--- src/rtl/fetch_unit.sv ---
// Instruction fetch stage.
// Holds the PC and requests one word at a time from instruction memory over a
// req/ack handshake. The returned word is registered as Instr and held until
// the downstream stage retires it. At retire the PC moves to PC+4, or to the
// word-aligned branch target when PCSrc is set. Two sticky flags are kept:
// fetch_err for a memory that never acks, align_err for a misaligned target.
module fetch_unit #(
    parameter logic [31:0] RESET_PC = 32'h0000_0000,
    parameter int          TIMEOUT  = 16,
    parameter int          CNT_W    = 5
) (
    input  logic        clk,
    input  logic        reset,
    output logic        imem_req,
    output logic [31:0] imem_addr,
    input  logic        imem_ack,
    input  logic [31:0] imem_rdata,
    output logic [31:0] Instr,
    output logic        instr_valid,
    input  logic        instr_ready,
    input  logic        PCSrc,
    input  logic [31:0] branch_target,
    output logic [31:0] PC,
    output logic [31:0] PCPlus8,
    output logic        fetch_err,
    output logic        align_err
);

    typedef enum logic [1:0] {
        IDLE  = 2'd0,
        FETCH = 2'd1,
        HOLD  = 2'd2,
        ERROR = 2'd3
    } state_t;

    // The last wait cycle tolerated before the fetch is declared dead.
    localparam logic [CNT_W-1:0] CNT_LAST = CNT_W'(TIMEOUT - 1);

    state_t           state_reg;
    logic [CNT_W-1:0] cnt_reg;

    // The address bus is simply the current PC; PCPlus8 is the R15 read value.
    assign imem_addr = PC;
    assign PCPlus8   = PC + 32'd8;

    // Fetch state machine with all outputs registered alongside the state.
    always_ff @(posedge clk or posedge reset) begin
        if (reset) begin
            state_reg   <= IDLE;
            cnt_reg     <= '0;
            PC          <= RESET_PC;
            Instr       <= 32'd0;
            instr_valid <= 1'b0;
            imem_req    <= 1'b0;
            fetch_err   <= 1'b0;
            align_err   <= 1'b0;
        end else begin
            case (state_reg)
                IDLE: begin
                    imem_req  <= 1'b1;
                    cnt_reg   <= '0;
                    state_reg <= FETCH;
                end

                FETCH: begin
                    if (imem_ack) begin
                        Instr       <= imem_rdata;
                        instr_valid <= 1'b1;
                        imem_req    <= 1'b0;
                        cnt_reg     <= '0;
                        state_reg   <= HOLD;
                    end else if (cnt_reg == CNT_LAST) begin
                        // Memory gave no answer in the allowed window: park here.
                        fetch_err <= 1'b1;
                        imem_req  <= 1'b0;
                        state_reg <= ERROR;
                    end else begin
                        cnt_reg <= cnt_reg + 1'b1;
                    end
                end

                HOLD: begin
                    // Branch inputs only matter at the retire edge.
                    if (instr_ready) begin
                        if (PCSrc) begin
                            PC <= {branch_target[31:2], 2'b00};
                            if (branch_target[1:0] != 2'b00) begin
                                align_err <= 1'b1;
                            end
                        end else begin
                            PC <= PC + 32'd4;
                        end
                        instr_valid <= 1'b0;
                        imem_req    <= 1'b1;
                        cnt_reg     <= '0;
                        state_reg   <= FETCH;
                    end
                end

                ERROR: begin
                    // Only reset leaves this state; the PC stays frozen.
                    imem_req    <= 1'b0;
                    instr_valid <= 1'b0;
                end

                default: begin
                    state_reg <= IDLE;
                end
            endcase
        end
    end

endmodule
--- config.mk ---
export PLATFORM = sky130hd
export DESIGN_NAME = fetch_unit
export DESIGN_NICKNAME = d
export VERILOG_FILES = /design/src/rtl/fetch_unit.sv
export SDC_FILE = /design/constraint.sdc
export NUM_CORES = 1
export LEC_CHECK = 0
export CELL_PAD_IN_SITES_DETAIL_PLACEMENT = 1
export CELL_PAD_IN_SITES_GLOBAL_PLACEMENT = 1
export CORE_UTILIZATION = 34
export DETAILED_ROUTE_END_ITERATION = 8
export HOLD_SLACK_MARGIN = 0.15
export PLACE_DENSITY = 0.88
export RECOVER_POWER = 100
export SLEW_MARGIN = 0
export SYNTH_ARGS = -nofsm -noshare
export SYNTH_HDL_FRONTEND = slang
export SYNTH_SLANG_ARGS = --single-unit
--- constraint.sdc ---
create_clock -name clk -period 4.5 [get_ports clk]
set_clock_uncertainty 0.1 [all_clocks]
set_input_delay 0.45 -clock clk [delete_from_list [all_inputs] [get_ports clk]]
set_output_delay 0.45 -clock clk [all_outputs]
set_load 0.005 [all_outputs]
==> reports/summary.txt, run 1 <==
Status = finished, violations left
Failing checks = capacitance limit, slew limit
Worst Slack Setup Final = 0.531 ns
Quantity of I/O buffers inserted on ports = 194
Post-synth EDFFs = 0
Number of synthesized register bits = 73
Netlist Area Pre-Place = 0.00467 mm^2
Reg2reg path depth = 5
Post-DRT Antenna Nets = 0
Dpl ws = 1.31 ns
Setup crit end kind = output pin
Starting Density = 35.0%
DR pass1 iterations = 4
Fin cells = 816
Grt ovf = 0
RSZ-0062 raised after global routing = no
Largest register FFs = 32
Std cell rows = 42
Nets = 708
Hold depth = 1
Slew headroom = -32.2%
Fin crit period = 3.97 ns
Cells after synthesis = 497
R2r setup slk = 1.66 ns
Placed cell areas = 0.00643 mm^2
Worst Tran Pin Value = 1.98 ns
Remaining DRCs = 0
WHS Endpoint = fetch_err
GPL Wtd Cong = 0.842
Worst VDD drop = 292 uV
Distinct cells, synth = 65
Layout cells sized above 1 = 9.53%
CP required = 3.95 ns
PostCTS Resize Cnt = 0
Final period util = 88.2%
Core Area = 0.0133 mm^2
N_diodes = 0
Iter 0 DRT Violations = 288
Clock Sink Count = 73
Fillers = 1,502
Delay-heaviest family, CP = simple AND/OR/NAND/NOR gates
First-pass GRT wire length = 26,400 um
CP peak stage delay = 0.98 ns
Yosys warnings = 0
H-Tree Depth = 3
Crit-path cells = nand3_1, nor4_2, nand4_1, xnor2_1, dlygate4sd3_1
CTS max path bufs = 2
Crit path max fanout = 11
Final setup vio count = 0
Power density over the cells = 415 mW/mm^2
Sequential area share after synthesis = 39.1%
Placed Instances = 800
Endpoints failing hold = 0
Clock transition at path regs = 0.06 ns
Initial antenna violation count = 0
Critical path launch point type = register
Worst Setup SP = PC[9]
Postcts setup bufs = 0
Max_cap viols = 3
Critical Setup Path Class = reg -> out
Total routed wirelength = 16,800 um
Slew Viols, Final = 110
Die W = 119 um
Die area = 0.0142 mm^2
Buf/Inv on CP = 1
Via count = 4,529
Layout Area Growth over Synthesis = 42.5%
Asr flop ratio synth = 100%
Hold WS = 0.357 ns
Critical-path top delay cell = nor4_2
Hold Crit Class = reg -> reg
Detailed placement HPWL = 12,100 um
CTS root buf = clkbuf_16
Die height = 119 um
Setup TNS = 0 ns
Via density = 5.55
Post-CTS Hold Fix Bufs = 0
Post-DR wirelength/cell = 20.6 um
Largest net degree at the start of global routing = 53
Leakage = 2.74 nW
# IOs = 201
Design Area, Final = 0.00666 mm^2
Hold wc startpoint = fetch_err
Commonest non-fill, non-tap cells in the layout = 126 x dlygate4sd3_1, 73 x dfrtp_1, 67 x clkdlybuf4s50_1, 35 x nand2_1, 32 x mux2_2
CTS tree = yes
Avg Cell Area, Syn = 9.41 um^2
FMAX = 252 MHz
Reg2Reg Launch Point = PC[4]
Skew-Pair Late Insertion Delay = 0.35 ns
Most common cell after layout, fill and taps aside = dlygate4sd3_1
Most common flop cell mapped by yosys = dfrtp_1
Worst Path Arrival = 3.42 ns
Gr usage total = 24.1%
Total CTS buffers = 9
Vias in the first global route = 4,723
RR Endpoint = PC[23]
==> cells in the mapped netlist, types with 5 or more instances <==
cell / n / area, um^2
nand3_1: 27 / 135
nor4_1: 14 / 87.6
nand4_1: 14 / 87.6
buf_2: 14 / 70.1
xnor2_1: 21 / 184
or3_1: 7 / 43.8
o21ai_0: 24 / 120
a31oi_1: 6 / 37.5
dfrtp_1: 73 / 1830
a21oi_1: 12 / 60.1
and3_1: 10 / 62.6
inv_1: 10 / 37.5
nor2_1: 25 / 93.8
xor2_1: 6 / 52.6
buf_4: 41 / 308
clkbuf_1: 21 / 78.8
nand2_1: 35 / 131
o21a_1: 5 / 37.5
mux2_2: 32 / 360
nor3_1: 16 / 80.1
==> how the worst max path moves through the flow <==
| stage | slack [ns] | endpoint | depth (start not counted) |
|---|---|---|---|
| floorplan | 2.10 | Instr[0] | 1 |
| global placement | 1.32 | PCPlus8[25] | 5 |
| detailed placement | 1.31 | PCPlus8[14] | 5 |
| CTS | 0.89 | PCPlus8[29] | 5 |
| global route | 0.35 | PCPlus8[31] | 5 |
| finish | 0.53 | PCPlus8[31] | 5 |
==> layer usage <==
layer  vias up  wire length [um]  track usage (%)
met5         -                 0                0
met4         0               427             8.39
met3        32              1500             8.91
met2       224              7940             39.0
met1      2236              6980             29.3
li1       2037                 -                -
==> power by group <==
| part | switching, W | leakage [nW] | total (W) | internal [W] |
|---|---|---|---|---|
| Sequential | 0.000250 | 0.896 | 0.00110 | 0.000849 |
| Clock | 0.000311 | 0.125 | 0.000685 | 0.000374 |
| Combinational | 0.000346 | 1.72 | 0.000976 | 0.000631 |
| Total | 0.000907 | 2.74 | 0.00276 | 0.00185 |
==> per-stage QoR <==
stage	total power, W	util, %
after global routing	0.00292	49.9
after CTS	0.00293	50.2
final	0.00276	49.9
after global placement	0.00216	48.1
after floorplan	0.00149	-
after detailed placement	0.00222	48.1
==> worst reg2reg max path: stages, from the launching register on <==
cell and delay, ns:
dfrtp_1 0.52, ha_1 0.31, nand2_1 0.31, nor4_4 0.80, a311oi_1 0.27, a211oi_1 0.40
==> cell type report <==
class                      instances  area [um^2]  area share, %
tap                              176          220           3.31
clock inverter                     6         45.0          0.676
timing repair buffer             199         1960           29.5
clock buffer                      10          229           3.44
multi-input combinational        341         2330           35.1
inverter                          11         41.3          0.620
sequential                        73         1830           27.4
==> cells by family after synthesis <==
logic type / Yosys count / synth area share, %
fa+ha+maj: 4 / 1.07
buf+inv: 88 / 10.8
other cells: 1 / 0.0802
simple gates: 178 / 22.2
flops: 73 / 39.1
mux: 34 / 8.14
xor+xnor: 27 / 5.06
compound gates: 92 / 13.6
(Power assumes the default switching activity.)
==> inputs of run 2 (changes only) <==
GPL_TIMING_DRIVEN = 0   (was default)
==> reports/summary.txt, run 2 (synthesis gave the netlist of run 1 again) <==
Vias in the first global route = 5,188
Critical Setup Path Class = reg -> out
Power density over the cells = 432 mW/mm^2
Nets = 780
Endpoints failing hold = 0
Remaining DRCs = 0
Grt ovf = 0
Largest register FFs = 32
Sequential share of power = 33.3%
Quantity of I/O buffers inserted on ports = 193
Post-DRT Antenna Nets = 0
Skew-Pair Late Insertion Delay = 0.35 ns
# IOs = 201
Setup crit end kind = output pin
N_diodes = 0
Fin crit period = 4.03 ns
Postcts setup bufs = 0
Status = finished, violations left
Slew headroom = -9.13%
Hold WS = 0.359 ns
Layout cells sized above 1 = 15.2%
CTS root buf = clkbuf_16
Die W = 119 um
Max_cap viols = 1
First-pass GRT wire length = 28,100 um
Fillers = 1,532
Largest net degree at the start of global routing = 62
H-Tree Depth = 3
Gr usage total = 25.7%
Iter 0 DRT Violations = 257
Total CTS buffers = 9
DR pass1 iterations = 4
Buf/Inv on CP = 3
Worst Path Arrival = 3.48 ns
Slew Viols, Final = 62
Via density = 5.46
Via count = 4,845
RSZ-0062 raised after global routing = no
Critical-path top delay cell = nor4_1
Post-DR wirelength/cell = 20.2 um
Sw Pwr = 0.000917 W
Commonest non-fill, non-tap cells in the layout = 108 x dlygate4sd3_1, 85 x clkdlybuf4s50_1, 73 x dfrtp_1, 35 x nand2_1, 32 x mux2_2
CP required = 3.95 ns
Most common cell after layout, fill and taps aside = dlygate4sd3_1
Failing checks = capacitance limit, slew limit
Hold depth = 1
Crit-path cells = clkbuf_1, inv_1, nor4_1, nand4_1, xnor2_1, clkdlybuf4s50_1
CP Depth = 6
CP peak stage delay = 1.16 ns
Total routed wirelength = 17,900 um
Delay-heaviest family, CP = simple AND/OR/NAND/NOR gates
Die height = 119 um
Setup TNS = 0 ns
Clk pwr share = 28.6%
Reg2reg path depth = 6
Layout Area Growth over Synthesis = 53.3%
PostCTS Resize Cnt = 0
Clock transition at path regs = 0.06 ns
Die area = 0.0142 mm^2
Design Area, Final = 0.00717 mm^2
Critical path launch point type = register
Placed cell areas = 0.00688 mm^2
Final period util = 89.7%
Leakage = 3.03 nW
CTS tree = yes
Initial antenna violation count = 0
Core Area = 0.0133 mm^2
Power share of the combinational group = 38.2%
P_int = 0.00218 W
Post-CTS Hold Fix Bufs = 0
Hold Crit Class = reg -> reg
Clock Sink Count = 73
Starting Density = 35.0%
CTS max path bufs = 2
Final setup vio count = 0
Detailed placement HPWL = 13,300 um
Worst VDD drop = 277 uV
Worst Tran Pin Value = 1.64 ns
Crit path max fanout = 7
GPL Wtd Cong = 0.876
Std cell rows = 42
FMAX = 248 MHz
Net Sw Frac = 29.6%
==> run 2: final timing paths <==
check / slack, ns / end / startpoint
worst max-delay path: 0.47 / PCPlus8[31] / PC[25]
worst min-delay path: 0.36 / fetch_err / fetch_err
worst max register to register: 1.52 / PC[27] / PC[3]
worst min register to register: 0.36 / fetch_err / fetch_err
max in group asynchronous: 1.85 / PC[3] / reset
min in group asynchronous: 0.51 / Instr[2] / reset
==> run 2: per-stage QoR <==
stage          setup WS, ns  cells  total power, W  utilization (%)
2_1_floorplan          2.10    502         0.00149                -
3_3_place_gp          0.748    871         0.00229             51.3
3_5_place_dp           1.32    872         0.00235             51.5
4_1_cts               0.956    888         0.00325             54.2
5_1_grt               0.408    888         0.00325             53.7
6_report              0.466    888         0.00310             53.7
==> run 2: power by group through the flow <==
stage | sequential, W | combinational, W | clock, W
floorplan | 0.00102 | 0.000478 | 0
global placement | 0.00103 | 0.00126 | 0
detailed placement | 0.00105 | 0.00130 | 0
CTS | 0.00104 | 0.00131 | 0.000893
global route | 0.00106 | 0.00128 | 0.000920
finish | 0.00103 | 0.00118 | 0.000884
==> run 2: cell type report <==
cell class / instances / area (um^2) / share of cell area (%)
clock buffer: 12 / 267 / 3.72
inverter: 11 / 42.5 / 0.593
clock inverter: 4 / 97.6 / 1.36
timing repair buffer: 194 / 1940 / 27.0
buffer: 77 / 449 / 6.27
tap: 176 / 220 / 3.07
multi-input combinational: 341 / 2330 / 32.5
sequential: 73 / 1830 / 25.5
==> run 2: routing by layer <==
metal  GRT usage, %  wire (um)  vias to the layer above
met2           43.4       8790                      249
met4           10.7        426                        0
met1           29.8       6880                     2379
li1               -          -                     2181
met5              0          0                        -
met3           8.24       1820                       36
==> inputs of run 3 (changes only) <==
CAP_MARGIN = 10   (was default)
==> results of run 3 <==
Same layout as run 2: the final DEF is identical, and so are final timing and power.
==> RTL change 1: new RTL, settings of run 3 <==
The parameter `CNT_W` goes from 5 to 7.
--- a/src/rtl/fetch_unit.sv
+++ b/src/rtl/fetch_unit.sv
@@ -7,7 +7,7 @@
 module fetch_unit #(
     parameter logic [31:0] RESET_PC = 32'h0000_0000,
     parameter int          TIMEOUT  = 16,
-    parameter int          CNT_W    = 5
+    parameter int          CNT_W    = 7
 ) (
     input  logic        clk,
     input  logic        reset,
Behaviour: no difference found for any inputs over 4 cycles, from zero or initial values and one cycle with reset high; that may be too few to reach the edited logic, so the function may still have changed.
==> RTL change 1 against run 3 <==
The flow still finishes with violations (max-capacitance violations, max-slew violations). Total power grew 28%. Largest cell class unchanged. Synthesized area is 2.5% lower. Non-clock buffer count is 6 lower. Routed wire length down 3.1%. Design area is 2.7% lower. Setup slack lost 0.022 ns. Via count fell by 2.7%. Utilization is 0.71 points higher. Highest routed layer unchanged. Largest power group unchanged. Sequential cell count grew 2.
==> RTL change 1: results (changes against run 3) <==
stage	metric	value	unit	change
cells_and_area	clk_share	0.03945		-0.01135
worst_setup_path	slowest_stage	dlygate4sd3_1		
yosys	syn_area	4558	um^2	-2.5%
sta	max_slew.worst_pin.slew	1.802	ns	+0.1655 ns
cells_and_area	drive_gt1_frac	0.1292		-0.02247
worst_setup_path	cpPeakStageDelay	0.61	ns	-0.55 ns
placement	pre_cts_ws	1.076	ns	-0.2457 ns
cells_and_area	num-nonclk-buffers	265		-2.2%
worst_setup_path	crit_fanout	10		+3
cells_and_area	buf_share	0.3375		+0.004589
global_route	grt.total_usage	0.2514		-0.005148
worst_setup_path	crit_end	PCPlus8[23]		
job	drv_cap	1		unchanged
route	wl_met2	8856	um	+0.73%
outcome	failed_checks	max-capacitance violations, max-slew violations		
placement	hpwl	13300	um	-0.23%
pwr	ir_worst_vdd	0.2849	mV	+2.9%
placement	placed_area	6736	um^2	-2.0%
route	wl_met1	6517	um	-5.3%
global_route	use_met2	0.4397		+0.006203
global_route	grt_pass1_vias	5069		-2.3%
placement	io_buffers	192		-0.52%
cells_and_area	seq-cell-share	0.2690		+0.01412
worst_setup_path	crit_arrival	3.51	ns	+0.03 ns
sta	slew_violations	39		-37%
pwr	leakagePower	2.890	nW	-4.7%
yosys	ys_types	57		-12%
sta	timing.hold.ws	0.3812	ns	+0.02230 ns
placement	dp_cells	869		-0.34%
yosys	yosysSeqAreaShare	0.4117		+0.02096
worst_setup_path	reg2reg_from	PC[4]		
global_route	grt_use_met3	0.07897		-0.003403
route	wl_per_cell	19.64	um	-2.7%
outcome	status	complete, but fails checks		
-- RTL change 1: power breakdown --
| part | internal (W) | switching [W] | total, W |
|---|---|---|---|
| logic | 0.00120 | 0.000830 | 0.00203 |
| clock network | 0.000376 | 0.000313 | 0.000690 |
| registers | 0.000957 | 0.000297 | 0.00125 |
| total | 0.00253 | 0.00144 | 0.00397 |
-- RTL change 1: logic make-up (layout without fill, tap and decap cells) --
kind of cell | after synthesis | in the layout | synth area share
other | 1 | 6 | 0.0008227
and+or+nand+nor | 174 | 174 | 0.2031
adders and majority gates | 3 | 3 | 0.008236
xor gates and xnor gates | 30 | 30 | 0.05764
buffers and inverters | 84 | 292 | 0.1010
DFF | 75 | 75 | 0.4117
muxes | 34 | 34 | 0.08345
AOI/OAI and AO/OA | 98 | 98 | 0.1340
==> RTL change 2: new RTL, flow settings as in run 3 <==
Made on the original files. The 4 states of `state_t` get a Gray code encoding in 2 bits.
--- a/src/rtl/fetch_unit.sv
+++ b/src/rtl/fetch_unit.sv
@@ -27,10 +27,10 @@
 );
 
     typedef enum logic [1:0] {
-        IDLE  = 2'd0,
-        FETCH = 2'd1,
-        HOLD  = 2'd2,
-        ERROR = 2'd3
+        IDLE  = 2'b00,
+        FETCH = 2'b01,
+        HOLD  = 2'b11,
+        ERROR = 2'b10
     } state_t;
 
     // The last wait cycle tolerated before the fetch is declared dead.
Formal check against the unedited RTL: same outputs for any inputs over 4 cycles, from zero or initial values and one cycle with reset high; so few cycles prove little.
==> RTL change 2 against run 3 <==
The flow still finishes with violations (max-capacitance violations, max-slew violations). Sequential cell count is the same. Register-to-register slack worse by 0.20 ns. Routed wire length decreased by 4.2%. Total power up 40%. Cell count down 2.1%. Synthesized area decreased by 4.7%. Setup slack worse by 0.15 ns. Design area shrank 3.3%. Count of clock-buffer cells in the layout shrank 3. First-iteration DRC count fell by 24%. Critical endpoint is now PCPlus8[20].
==> RTL change 2: results (changes against run 3) <==
stage	metric	value	unit	change
cts	cts_setup_buffers	0		unchanged
yosys	ys_types	54		-17%
yosys	yosysSeqAreaShare	0.4100		+0.01920
cells_and_area	drive_gt1_frac	0.1420		-0.009648
yosys	synth_compound_area_frac	0.1415		+0.005559
cts	clockRootBuffer	clkbuf_16		
worst_setup_path	slowest_stage	nor4_1		
route	totalWireLength	17170	um	-4.2%
global_route	grt_pass1_vias	4946		-4.7%
sta	slew_violations	76		+23%
cells_and_area	final_nets	768		-1.5%
cells_and_area	antenna_cells	0		unchanged
worst_hold_path	hold_path.class	reg -> reg		
placement	routabilityCongestion	0.8749		-0.16%
pwr	ir_worst_vdd	0.2967	mV	+7.2%
route	initialDrtViolationCount	196		-24%
route	dr.pass1.iters	5		+1
yosys	synth_fa_ha_area_frac	0.01966		+0.008951
cells_and_area	num-fill-cells	1453		-5.2%
sta	relSlewSlack	-0.2378		-0.1465
yosys	synth-async-reset-ratio	1.000		unchanged
yosys	ys.flop_type	dfrtp_1		
placement	io_buffers	194		+0.52%
yosys	yosys-top-cells-area	dfrtp_1 (41%), mux2_2 (8.6%), buf_4 (6.6%)		
route	via_per_inst	5.354		-1.9%
yosys	syn_area_per_cell	9.263	um^2	-1.5%
yosys	yosysWarnings	0		unchanged
global_route	grt.total_usage	0.2617		+0.005170
global_route	grt_pass1_wl	26810	um	-4.7%
outcome	failed_checks	max-capacitance violations, max-slew violations		
cts	cts_buffers	9		unchanged
placement	hpwl	13090	um	-1.8%
cts	h-tree-depth	3		unchanged
yosys	synth_xor_area_frac	0.05307		+0.002486
placement	dp_cells	853		-2.2%
global_route	grt_max_degree	40		-35%
worst_setup_path	crit_fanout	10		+3
cts	cts_resized	0		unchanged
yosys	ys_top_cells_by_count	dfrtp_1 (73), nand2_1 (40), buf_4 (39)		
cells_and_area	largest_reg_flops	32		unchanged
worst_setup_path	crit_arrival	3.64	ns	+0.16 ns
worst_setup_path	cpPeakStageDelay	1.12	ns	-0.04 ns
worst_setup_path	critPathTopFamily	simple AND/OR/NAND/NOR gates		
cts	cts.reportedPaths.clkPinSlew	0.06	ns	about the same
pwr	leakagePower	2.792	nW	-7.9%
yosys	synth_mux_area_frac	0.09042		+0.009054
pwr	swShare	0.3681		+0.07198
outcome	status	complete, but fails checks		
worst_setup_path	reg2reg_depth	6		unchanged
job	drv_cap	2		+1
route	vias	4653		-4.0%
## RTL change 2: cell types whose count changed in the layout (fill, tap and decap cells not counted), sizes merged, moves of 5 or more
cell / before / now
clkbuf: 60 / 49
nor4: 19 / 9
o21ai: 25 / 34
a21oi: 12 / 19
clkinv: 1 / 7
xnor2: 21 / 15
xor2: 6 / 12
and3: 10 / 5
nand2: 35 / 40
nand4: 15 / 10
## RTL change 2: area by class of cell
cell class,count,area share
Multi-Input combinational cell,333,0.3160
Sequential cell,73,0.2634
Tap cell,172,0.03104
Timing Repair Buffer,195,0.2815
Clock buffer,9,0.03248
Inverter,13,0.007218
Buffer,67,0.05810
Clock inverter,7,0.01029
## RTL change 2: through the flow
step             util  hold slack [ns]  setup slack [ns]  cell area [um^2]
2_1_floorplan       -           0.3495             2.091              4474
3_3_place_gp   0.5212           0.3447            0.7660              6631
3_5_place_dp   0.5230           0.3469            0.8818              6654
4_1_cts        0.5463           0.3649            0.4854              6950
5_1_grt        0.5450           0.3786            0.1798              6934
6_report       0.5450           0.3507            0.3131              6934
## RTL change 2: kinds of logic after synthesis
group	Yosys count
xor gates and xnor gates	27
AOI/OAI and AO/OA	99
muxes	36
other	1
buffers and inverters	80
DFF	73
and+or+nand+nor	158
adders and majority gates	7
## RTL change 2: power groups by stage
stage          Sequential (W)  Combinational (W)  Clock, W
2_1_floorplan         0.00124            0.00104         0
3_3_place_gp          0.00129            0.00241         0
3_5_place_dp          0.00131            0.00250         0
4_1_cts               0.00131            0.00252  0.000741
5_1_grt               0.00134            0.00251  0.000768
6_report              0.00130            0.00230  0.000726
## RTL change 2: final timing paths
check / slack, ns / to / from
worst max-delay path: 0.31 / PCPlus8[20] / PC[6]
worst min-delay path: 0.35 / fetch_err / fetch_err
worst max register to register: 1.32 / PC[23] / PC[4]
worst min register to register: 0.35 / fetch_err / fetch_err
max in group asynchronous: 0.84 / PC[6] / reset
min in group asynchronous: 0.86 / Instr[7] / reset
## RTL change 2: per-layer routing
metal | GRT usage | vias up | wire length, um | share of wire
met3 | 0.07421 | 35 | 1588 | 0.092
li1 | - | 2107 | - | -
met1 | 0.2987 | 2265 | 6573 | 0.38
met4 | 0.1026 | 0 | 434 | 0.025
met5 | 0 | - | 0 | 0
met2 | 0.4611 | 246 | 8578 | 0.50
